File: src/rtl/mw_cla_seq_pkg.sv
// Shared definitions for the wide add/subtract sequencer: FSM encodings, slice width
// and the signed-overflow rule applied to the top slice.
package mw_cla_seq_pkg;

    localparam logic [1:0] S_IDLE = 2'd0;
    localparam logic [1:0] S_RUN  = 2'd1;
    localparam logic [1:0] S_DONE = 2'd2;

    localparam int CLA_SLICE_W = 16;

    // Overflow when both addends share a sign and the result sign differs from it.
    function automatic logic signed_ovf(input logic a_msb, input logic b_msb, input logic s_msb);
        return (a_msb == b_msb) && (s_msb != a_msb);
    endfunction

endpackage

File: src/rtl/mw_cla_seq_cla.sv
// 16-bit carry-lookahead adder: four 4-bit groups with a second lookahead level
// across the group generate/propagate terms.
module sixteen_bit_cla (
    input  logic [15:0] a_i,
    input  logic [15:0] b_i,
    input  logic        cin_i,
    output logic [15:0] sum_o,
    output logic        cout_o
);

    logic [15:0] g, p, c;
    logic [3:0]  gg, gp;
    logic [4:0]  gc;

    assign g = a_i & b_i;
    assign p = a_i ^ b_i;

    for (genvar k = 0; k < 4; k++) begin : g_grp
        localparam int B = 4 * k;
        assign gg[k]  = g[B+3] | (p[B+3] & g[B+2]) | (p[B+3] & p[B+2] & g[B+1])
                      | (p[B+3] & p[B+2] & p[B+1] & g[B]);
        assign gp[k]  = &p[B+3:B];
        assign c[B]   = gc[k];
        assign c[B+1] = g[B] | (p[B] & gc[k]);
        assign c[B+2] = g[B+1] | (p[B+1] & g[B]) | (p[B+1] & p[B] & gc[k]);
        assign c[B+3] = g[B+2] | (p[B+2] & g[B+1]) | (p[B+2] & p[B+1] & g[B])
                      | (p[B+2] & p[B+1] & p[B] & gc[k]);
    end

    assign gc[0] = cin_i;
    assign gc[1] = gg[0] | (gp[0] & gc[0]);
    assign gc[2] = gg[1] | (gp[1] & gg[0]) | (gp[1] & gp[0] & gc[0]);
    assign gc[3] = gg[2] | (gp[2] & gg[1]) | (gp[2] & gp[1] & gg[0])
                 | (gp[2] & gp[1] & gp[0] & gc[0]);
    assign gc[4] = gg[3] | (gp[3] & gg[2]) | (gp[3] & gp[2] & gg[1])
                 | (gp[3] & gp[2] & gp[1] & gg[0]) | (gp[3] & gp[2] & gp[1] & gp[0] & gc[0]);

    assign sum_o  = p ^ c;
    assign cout_o = gc[4];

endmodule

File: src/rtl/mw_cla_seq.sv
// Wide add/subtract sequencer: one 16-bit CLA slice per cycle, carry chained through
// a register, result presented on a valid/ready handshake.
module mw_cla_seq
    import mw_cla_seq_pkg::*;
#(
    parameter int WIDTH = 64
) (
    input  logic             clk,
    input  logic             rst_n,
    input  logic             in_valid,
    output logic             in_ready,
    input  logic [WIDTH-1:0] in_a,
    input  logic [WIDTH-1:0] in_b,
    input  logic             in_sub,
    output logic             out_valid,
    input  logic             out_ready,
    output logic [WIDTH-1:0] out_sum,
    output logic             out_cout,
    output logic             out_ovf,
    output logic             busy
);

    localparam int NSLICE = WIDTH / CLA_SLICE_W;
    localparam int IDXW   = (NSLICE > 1) ? $clog2(NSLICE) : 1;

    logic [1:0]       state_q, state_d;
    logic [WIDTH-1:0] a_q, a_d, b_q, b_d;
    logic             carry_q, carry_d;
    logic [IDXW-1:0]  idx_q, idx_d;
    logic [WIDTH-1:0] out_sum_q, out_sum_d;
    logic             out_cout_q, out_cout_d;
    logic             out_ovf_q, out_ovf_d;

    logic [CLA_SLICE_W-1:0] cla_sum;
    logic                   cla_cout;
    logic                   last_slice;
    logic [WIDTH-1:0]       sum_full;

    sixteen_bit_cla u_cla (
        .a_i    (a_q[CLA_SLICE_W-1:0]),
        .b_i    (b_q[CLA_SLICE_W-1:0]),
        .cin_i  (carry_q),
        .sum_o  (cla_sum),
        .cout_o (cla_cout)
    );

    // Earlier slices collect here, newest on top; the visible result only updates on
    // the final slice so a partial sum is never exposed.
    if (NSLICE > 1) begin : g_multi
        logic [WIDTH-CLA_SLICE_W-1:0] sh_q, sh_d;

        assign sum_full = {cla_sum, sh_q};

        always_comb begin
            sh_d = sh_q;
            if (state_q == S_RUN) sh_d = sum_full[WIDTH-1:CLA_SLICE_W];
        end

        always_ff @(posedge clk or negedge rst_n) begin
            if (!rst_n) sh_q <= '0;
            else        sh_q <= sh_d;
        end
    end else begin : g_single
        assign sum_full = cla_sum;
    end

    assign last_slice = (idx_q == IDXW'(NSLICE - 1));

    always_comb begin
        state_d    = state_q;
        a_d        = a_q;
        b_d        = b_q;
        carry_d    = carry_q;
        idx_d      = idx_q;
        out_sum_d  = out_sum_q;
        out_cout_d = out_cout_q;
        out_ovf_d  = out_ovf_q;
        case (state_q)
            S_IDLE: begin
                if (in_valid) begin
                    a_d     = in_a;
                    b_d     = in_sub ? ~in_b : in_b;
                    carry_d = in_sub;
                    idx_d   = '0;
                    state_d = S_RUN;
                end
            end
            S_RUN: begin
                a_d     = a_q >> CLA_SLICE_W;
                b_d     = b_q >> CLA_SLICE_W;
                carry_d = cla_cout;
                idx_d   = idx_q + 1'b1;
                if (last_slice) begin
                    out_sum_d  = sum_full;
                    out_cout_d = cla_cout;
                    out_ovf_d  = signed_ovf(a_q[CLA_SLICE_W-1], b_q[CLA_SLICE_W-1],
                                            cla_sum[CLA_SLICE_W-1]);
                    state_d    = S_DONE;
                end
            end
            S_DONE: begin
                if (out_ready) state_d = S_IDLE;
            end
            default: state_d = S_IDLE;
        endcase
    end

    always_ff @(posedge clk or negedge rst_n) begin
        if (!rst_n) begin
            state_q    <= S_IDLE;
            a_q        <= '0;
            b_q        <= '0;
            carry_q    <= 1'b0;
            idx_q      <= '0;
            out_sum_q  <= '0;
            out_cout_q <= 1'b0;
            out_ovf_q  <= 1'b0;
        end else begin
            state_q    <= state_d;
            a_q        <= a_d;
            b_q        <= b_d;
            carry_q    <= carry_d;
            idx_q      <= idx_d;
            out_sum_q  <= out_sum_d;
            out_cout_q <= out_cout_d;
            out_ovf_q  <= out_ovf_d;
        end
    end

    assign in_ready  = (state_q == S_IDLE);
    assign out_valid = (state_q == S_DONE);
    assign busy      = (state_q != S_IDLE);
    assign out_sum   = out_sum_q;
    assign out_cout  = out_cout_q;
    assign out_ovf   = out_ovf_q;

endmodule

File: config.mk
export PLATFORM = sky130hd
export DESIGN_NAME = mw_cla_seq
export DESIGN_NICKNAME = d
export VERILOG_FILES = /design/src/rtl/mw_cla_seq_pkg.sv /design/src/rtl/mw_cla_seq_cla.sv /design/src/rtl/mw_cla_seq.sv
export SDC_FILE = /design/constraint.sdc
export NUM_CORES = 1
export LEC_CHECK = 0
export ABC_AREA = 1
export BUFFER_PORTS_ARGS = -buffer_cell sky130_fd_sc_hd__buf_4
export CORE_MARGIN = 2
export CORE_UTILIZATION = 40
export DETAILED_ROUTE_END_ITERATION = 8
export SLEW_MARGIN = 20
export SYNTH_ARGS = -nofsm -noshare
export SYNTH_HDL_FRONTEND = slang
export SYNTH_HIERARCHICAL = 1
export SYNTH_SLANG_ARGS = --single-unit
File: constraint.sdc
create_clock -name clk -period 1.8 [get_ports clk]
set_input_delay 0.27 -clock clk [delete_from_list [all_inputs] [get_ports clk]]
set_output_delay 0.27 -clock clk [all_outputs]
set_load 0.005 [all_outputs]
==> impl_metrics.yaml, run 1 <==
sta:
  tightest_slew_ps: 537
  fmax_mhz: 491
  layout_min_cycle_time_ps: 2040
  setup_viol: 22
  skew_ps: 7.13
  tns_ps: -3010
  slew_violations: 0
  rsz0062_at_grt: "yes"
  setup_slack_ps: -236
  period_share: 1.13
  final_hold_viol_count: 0
  relSlewSlack: 0.642
drt:
  dr.pass1.iters: 8
  drt_wl_total_um: 30700
  ant_nets: 0
  drt_iter0_drc: 594
  drc: 0
  wl_per_cell_um: 13.5
  dr_total_vias: 10367
  drt-vias-per-instance: 4.57
outcome:
  outcome: "complete, but fails checks"
  violations: "negative setup slack"
min_path:
  worstHoldPathType: "in2reg"
  hold_path.startpoint: "in_b[53]"
placed_design:
  io_buffers: 201
  place_inst: 2191
  routabilityCongestion: 0.858
  post-dp-hpwl_um: 22100
  placed_area_um2: 14400
clock_network:
  clk-insertion-delay-late_ps: 530
  clockBufferDepth: 3
  cts-root-buf: "clkbuf_16"
  cts-buffers-inserted: 28
  cts.sinks: 247
  cts_htree_levels: 1
  clkSlewWorstSetupHoldPaths_ps: 60
  cts_tree: "yes"
synth:
  async_reset_ff_frac: 1.00
  yosys.area.top_type: "dfrtp_1"
  ys_seq_elements: 247
  netlist_instances: 1622
  yosysSeqAreaShare: 0.512
  syn_avg_cell_area_um2: 7.44
  ys_warn_count: 6
  synth_nets: 1776
  synth_common_cells: "nand2_1, dfrtp_1, inv_1, nor2_1, o21ai_0"
  yosysMostFrequentCell: "nand2_1"
  synth-edff-count: 0
  yosys-top-cells-area: "dfrtp_1, nand2_1, inv_1, nor2_1, o21ai_0"
  yosysTopAreaCellShare: 0.512
  synth-main-ff-cell: "dfrtp_1"
  netlist_area_um2: 12100
  synth_cell_types: 31
setup_path:
  crit_path_start_kind: "register"
  critPathLaunch: "a_q[1]"
  crit_arrival_ps: 2440
  critPathKind: "reg2reg"
  cp.required_ps: 2200
  end_kind: "register"
  cp_max_fo: 4
  r2r-start: "a_q[1]"
cells_and_area:
  final_layout_size_suffix_gt1_frac: 0.193
  layout.cells.non_filler: 2269
  finalNetCount: 2012
  fillers: 2906
  regArea_um2: 6180
  area_growth_pct: 29.7
  fin_area_um2: 15700
  multiInputGateArea_um2: 4950
global_route:
  grt_pass1_vias: 10162
  grt_max_degree: 96
  grt_pass1_wl_um: 50900
  grt_overflow: 0
  grtUsageTotal: 0.200
  antenna_found_initial: 2
pwr:
  ir_drop_v: 0.000840
  cellPowerDensity_nw_per_um2: 1890
  power_leakage_uw: 0.00855
die:
  die_area_um2: 31600
  rows: 63
  die_y_um: 178
  ioPinCount: 202
  core_area_um2: 29700
  die_x_um: 178
  initial_utilization: 0.406
run:
  drv_cap: 0
==> worst paths after layout <==
| kind | to | slack, ps | cells past startpoint |
|---|---|---|---|
| worst max-delay path | out_sum[61] | -240 | 10 |
| worst min-delay path | b_q[53] | 10 | 3 |
| worst max register to register | out_sum[61] | -240 | 10 |
| worst min register to register | out_sum[15] | 470 | 2 |
| max in group asynchronous | b_q[9] | 830 | 3 |
| min in group asynchronous | out_sum[5] | 260 | 2 |
==> routing by layer <==
metal | global-route usage | share of wire
met3 | 0.0356 | 0.050
met5 | 0 | 0.00052
met4 | 0.0488 | 0.020
met2 | 0.333 | 0.47
met1 | 0.272 | 0.46
==> timing repair <==
action | CTS | global route
pin swaps | 14 | 25
gates resized for setup | 20 | 29
endpoints found under the hold margin | 74 | 0
gates cloned | 0 | 0
endpoints found under the setup margin | 25 | 30
hold buffers | 20 | 0
buffers inserted | 2 | 5
==> layout by cell type, fill, tap and decap left out, types with 4 or more instances in the layout <==
master	instances
buf_12	14
clkinv_2	4
nor2_1	166
o21ai_1	38
dfrtp_1	246
ha_1	14
clkbuf_8	7
inv_1	177
xnor2_1	18
dlygate4sd3_1	20
o21ai_0	87
o21ai_2	6
buf_4	251
xor2_1	5
nand2_1	655
inv_2	12
clkbuf_1	6
nand2_2	11
a21oi_1	5
clkbuf_16	29
nand3_1	70
==> report_power, final <==
| group | leakage (µW) | switching [µW] | internal (µW) |
|---|---|---|---|
| sequential | 0.00311 | 1500 | 8170 |
| combinational | 0.00499 | 8300 | 6010 |
| clock | 0.000453 | 2220 | 3370 |
| total | 0.00855 | 12000 | 17500 |
==> through the flow <==
stage	power [µW]	setup WS [ps]	hold WS (ps)	util
finish	29600	-236	14.2	0.527
global route	32500	-325	12.8	0.527
CTS	29500	-240	3.50	0.523
detailed placement	23400	-253	253	0.483
global placement	23100	-228	247	0.483
floorplan	18100	-142	-25.6	-
==> critical path, stage by stage (launching register included) <==
cell      delay [ps]
dfrtp_1          380
ha_1             310
or2_1            230
nand3b_1         110
nand2_2           90
nand2_2           90
nand2_4           80
fa_2             370
xor2_1           140
inv_1             70
o21ai_1           60
==> registers in the layout, summed over array words and instances, names as in the netlist <==
name / cells
a_q: 64
b_q: 64
carry_q: 1
g_multi.sh_q: 48
idx_q: 2
out_cout: 1
out_ovf: 1
out_sum: 64
state_q: 2
==> cells by family (layout without fill, tap and decap cells) <==
| family | count (synthesis) | in the layout | synth area share |
|---|---|---|---|
| adder cells (fa/ha/maj) | 21 | 21 | 0.0243 |
| AND/OR/NAND/NOR | 916 | 916 | 0.296 |
| AO/OA/AOI/OAI | 143 | 143 | 0.0606 |
| flip-flops | 247 | 247 | 0.512 |
| XOR/XNOR | 23 | 23 | 0.0167 |
| other | 0 | 1 | 0 |
| buffers and inverters | 272 | 528 | 0.0905 |
==> cell type report <==
| class | instances | share of cell area |
|---|---|---|
| flip-flops and latches | 247 | 0.395 |
| inverters | 189 | 0.0453 |
| multi-input cells | 1103 | 0.316 |
| repair buffers | 289 | 0.154 |
| diodes | 1 | 0.000160 |
| well taps | 390 | 0.0312 |
| clock buffers | 42 | 0.0539 |
| clock inverters | 8 | 0.00479 |
(Power assumes the default switching activity.)
==> run 2, diff against run 1 <==
--- a/config.mk
+++ b/config.mk
@@ -8,8 +8,10 @@
 export ABC_AREA = 1
 export BUFFER_PORTS_ARGS = -buffer_cell sky130_fd_sc_hd__buf_4
 export CORE_MARGIN = 2
-export CORE_UTILIZATION = 40
+export CORE_UTILIZATION = 51
+export CTS_BUF_LIST = sky130_fd_sc_hd__clkbuf_16
 export DETAILED_ROUTE_END_ITERATION = 8
+export PLACE_DENSITY = 0.76
 export SLEW_MARGIN = 20
 export SYNTH_ARGS = -nofsm -noshare
 export SYNTH_HDL_FRONTEND = slang
==> run 2 against run 1 <==
The flow still finishes with violations (negative setup slack). Non-clock buffer count grew 4. Combinational power grew 4%. Register-to-register slack lost 40 ps. Clock power shrank 3%. Maximum frequency shrank 1.8%. Die area shrank 21%. Worst setup slack lost 37 ps. Hold slack gained 5.9 ps. Flip-flop and latch count is the same. Critical path type unchanged.
==> impl_metrics.yaml, run 2 (synthesis gave the netlist of run 1 again) <==
outcome:
  outcome: "complete, but fails checks"
  violations: "negative setup slack"
global_route:
  grt_pass1_vias: 10522
  grt_pass1_wl_um: 50400
  grtUsageTotal: 0.253
  grt_max_degree: 70
  grt_overflow: 0
  antenna_found_initial: 0
setup_path:
  cp.required_ps: 2250
  critPathKind: "reg2reg"
  slowest_delay_ps: 520
  crit_family: "adder cells"
  path_cells: "ha_1 -> or2_1 -> nand3b_1 -> nand2_2 -> nand2_1 -> nand2_2 -> fa_2 -> inv_1 -> o21ai_1"
  cp_slowest_cell: "fa_2"
  crit_arrival_ps: 2520
  crit_path_start_kind: "register"
  cp_common_cell: "nand2_2"
  end_kind: "register"
  cp_max_fo: 4
  crit_buf_inv: 1
placed_design:
  routabilityCongestion: 0.898
  placed_area_um2: 14400
  post-dp-hpwl_um: 21800
  io_buffers: 201
sta:
  tightest_slew_ps: 605
  period_share: 1.15
  setup_viol: 27
  setup_slack_ps: -273
  final_hold_viol_count: 0
  slew_violations: 0
  skew_ps: 10.7
  relSlewSlack: 0.597
  fmax_mhz: 482
  layout_min_cycle_time_ps: 2070
  rsz0062_at_grt: "yes"
cells_and_area:
  antenna_cells: 0
  finalNetCount: 2014
  area_growth_pct: 29.3
  fillers: 1925
  final_util: 0.669
  mostFrequentLayoutCells: "nand2_1, buf_4, dfrtp_1"
  final_common_cell: "nand2_1"
  final_layout_size_suffix_gt1_frac: 0.191
  fin_area_um2: 15600
clock_network:
  cts_tree: "yes"
  clk-insertion-delay-late_ps: 520
  clockBufferDepth: 3
  cts-root-buf: "clkbuf_16"
  clkSlewWorstSetupHoldPaths_ps: 60
  cts-buffers-inserted: 26
  cts_htree_levels: 1
  cts.sinks: 247
pwr:
  finalPower_uw: 30000
  p_int_uw: 17700
  ir_drop_v: 0.00100
  p_comb_frac: 0.497
  p_sw_uw: 12200
  power_leakage_uw: 0.00860
  cellPowerDensity_nw_per_um2: 1920
  p_sw_frac: 0.409
  p_clk_frac: 0.181
  power_frac_seq: 0.322
drt:
  ant_nets: 0
  wl_per_cell_um: 14.0
  drt-vias-per-instance: 4.89
  drt_iter0_drc: 742
  drt_wl_total_um: 30800
  dr_total_vias: 10748
  dr.pass1.iters: 7
  drc: 0
min_path:
  worstHoldPathType: "in2reg"
die:
  rows: 56
  ioPinCount: 202
  initial_utilization: 0.517
  die_x_um: 158
  die_y_um: 158
  die_area_um2: 24900
  core_area_um2: 23300
run:
  drv_cap: 0
==> run 2: per-stage QoR <==
stage	setup TNS, ps	hold slack [ps]	setup WS (ps)	instances
floorplan	-1060	-25.6	-142	1622
global placement	-2130	286	-192	2125
detailed placement	-3640	293	-268	2125
CTS	-4490	9.38	-277	2195
global route	-8390	33.7	-404	2198
finish	-5370	20.1	-273	2198
==> run 2: final timing paths <==
path | start | endpoint | slack [ps] | depth (start not counted)
worst max-delay path | b_q[1] | g_multi.sh_q[40] | -270 | 9
worst min-delay path | in_b[52] | b_q[52] | 20 | 3
worst max register to register | b_q[1] | g_multi.sh_q[40] | -270 | 9
worst min register to register | g_multi.sh_q[4] | out_sum[4] | 470 | 2
max in group asynchronous | rst_n | a_q[11] | 820 | 3
min in group asynchronous | rst_n | out_sum[5] | 320 | 2
==> run 2: cell type report <==
class                      instances  area (µm²)  area share
clock inverter                    20         191      0.0123
sequential                       247        6180       0.396
clock buffer                      27         676      0.0433
multi-input combinational       1103        4940       0.316
tap                              319         399      0.0256
inverter                         189         709      0.0455
timing repair buffer             293        2510       0.161
==> run 2: what timing repair did <==
item / in CTS / in global routing
setup endpoints to repair: 28 / 29
setup buffers: 5 / 3
pin swaps: 18 / 14
resized for setup: 25 / 23
hold buffers: 18 / 0
hold endpoints to repair: 77 / 0
==> run 2: per-layer routing <==
| layer | part of all wire | track usage | up-vias |
|---|---|---|---|
| li1 | - | - | 5382 |
| met1 | 0.42 | 0.329 | 4969 |
| met2 | 0.48 | 0.433 | 316 |
| met3 | 0.057 | 0.0381 | 81 |
| met4 | 0.038 | 0.0874 | 0 |
| met5 | 0 | 0 | - |
==> run 2: power groups by stage <==
stage	registers (µW)	logic (µW)	clock network, µW
floorplan	9360	8730	0
global placement	9620	13400	0
detailed placement	9710	13900	0
CTS	9610	14500	5500
global route	9930	17000	5690
finish	9660	14900	5420
==> run 2: worst register-to-register path: cells and delay by family, from the launching register on <==
family                     cells  cell delay (ps)
adders and majority gates      2              820
and+or+nand+nor                5              630
DFF                            1              380
AOI/OAI and AO/OA              1              120
buffers and inverters          1               50
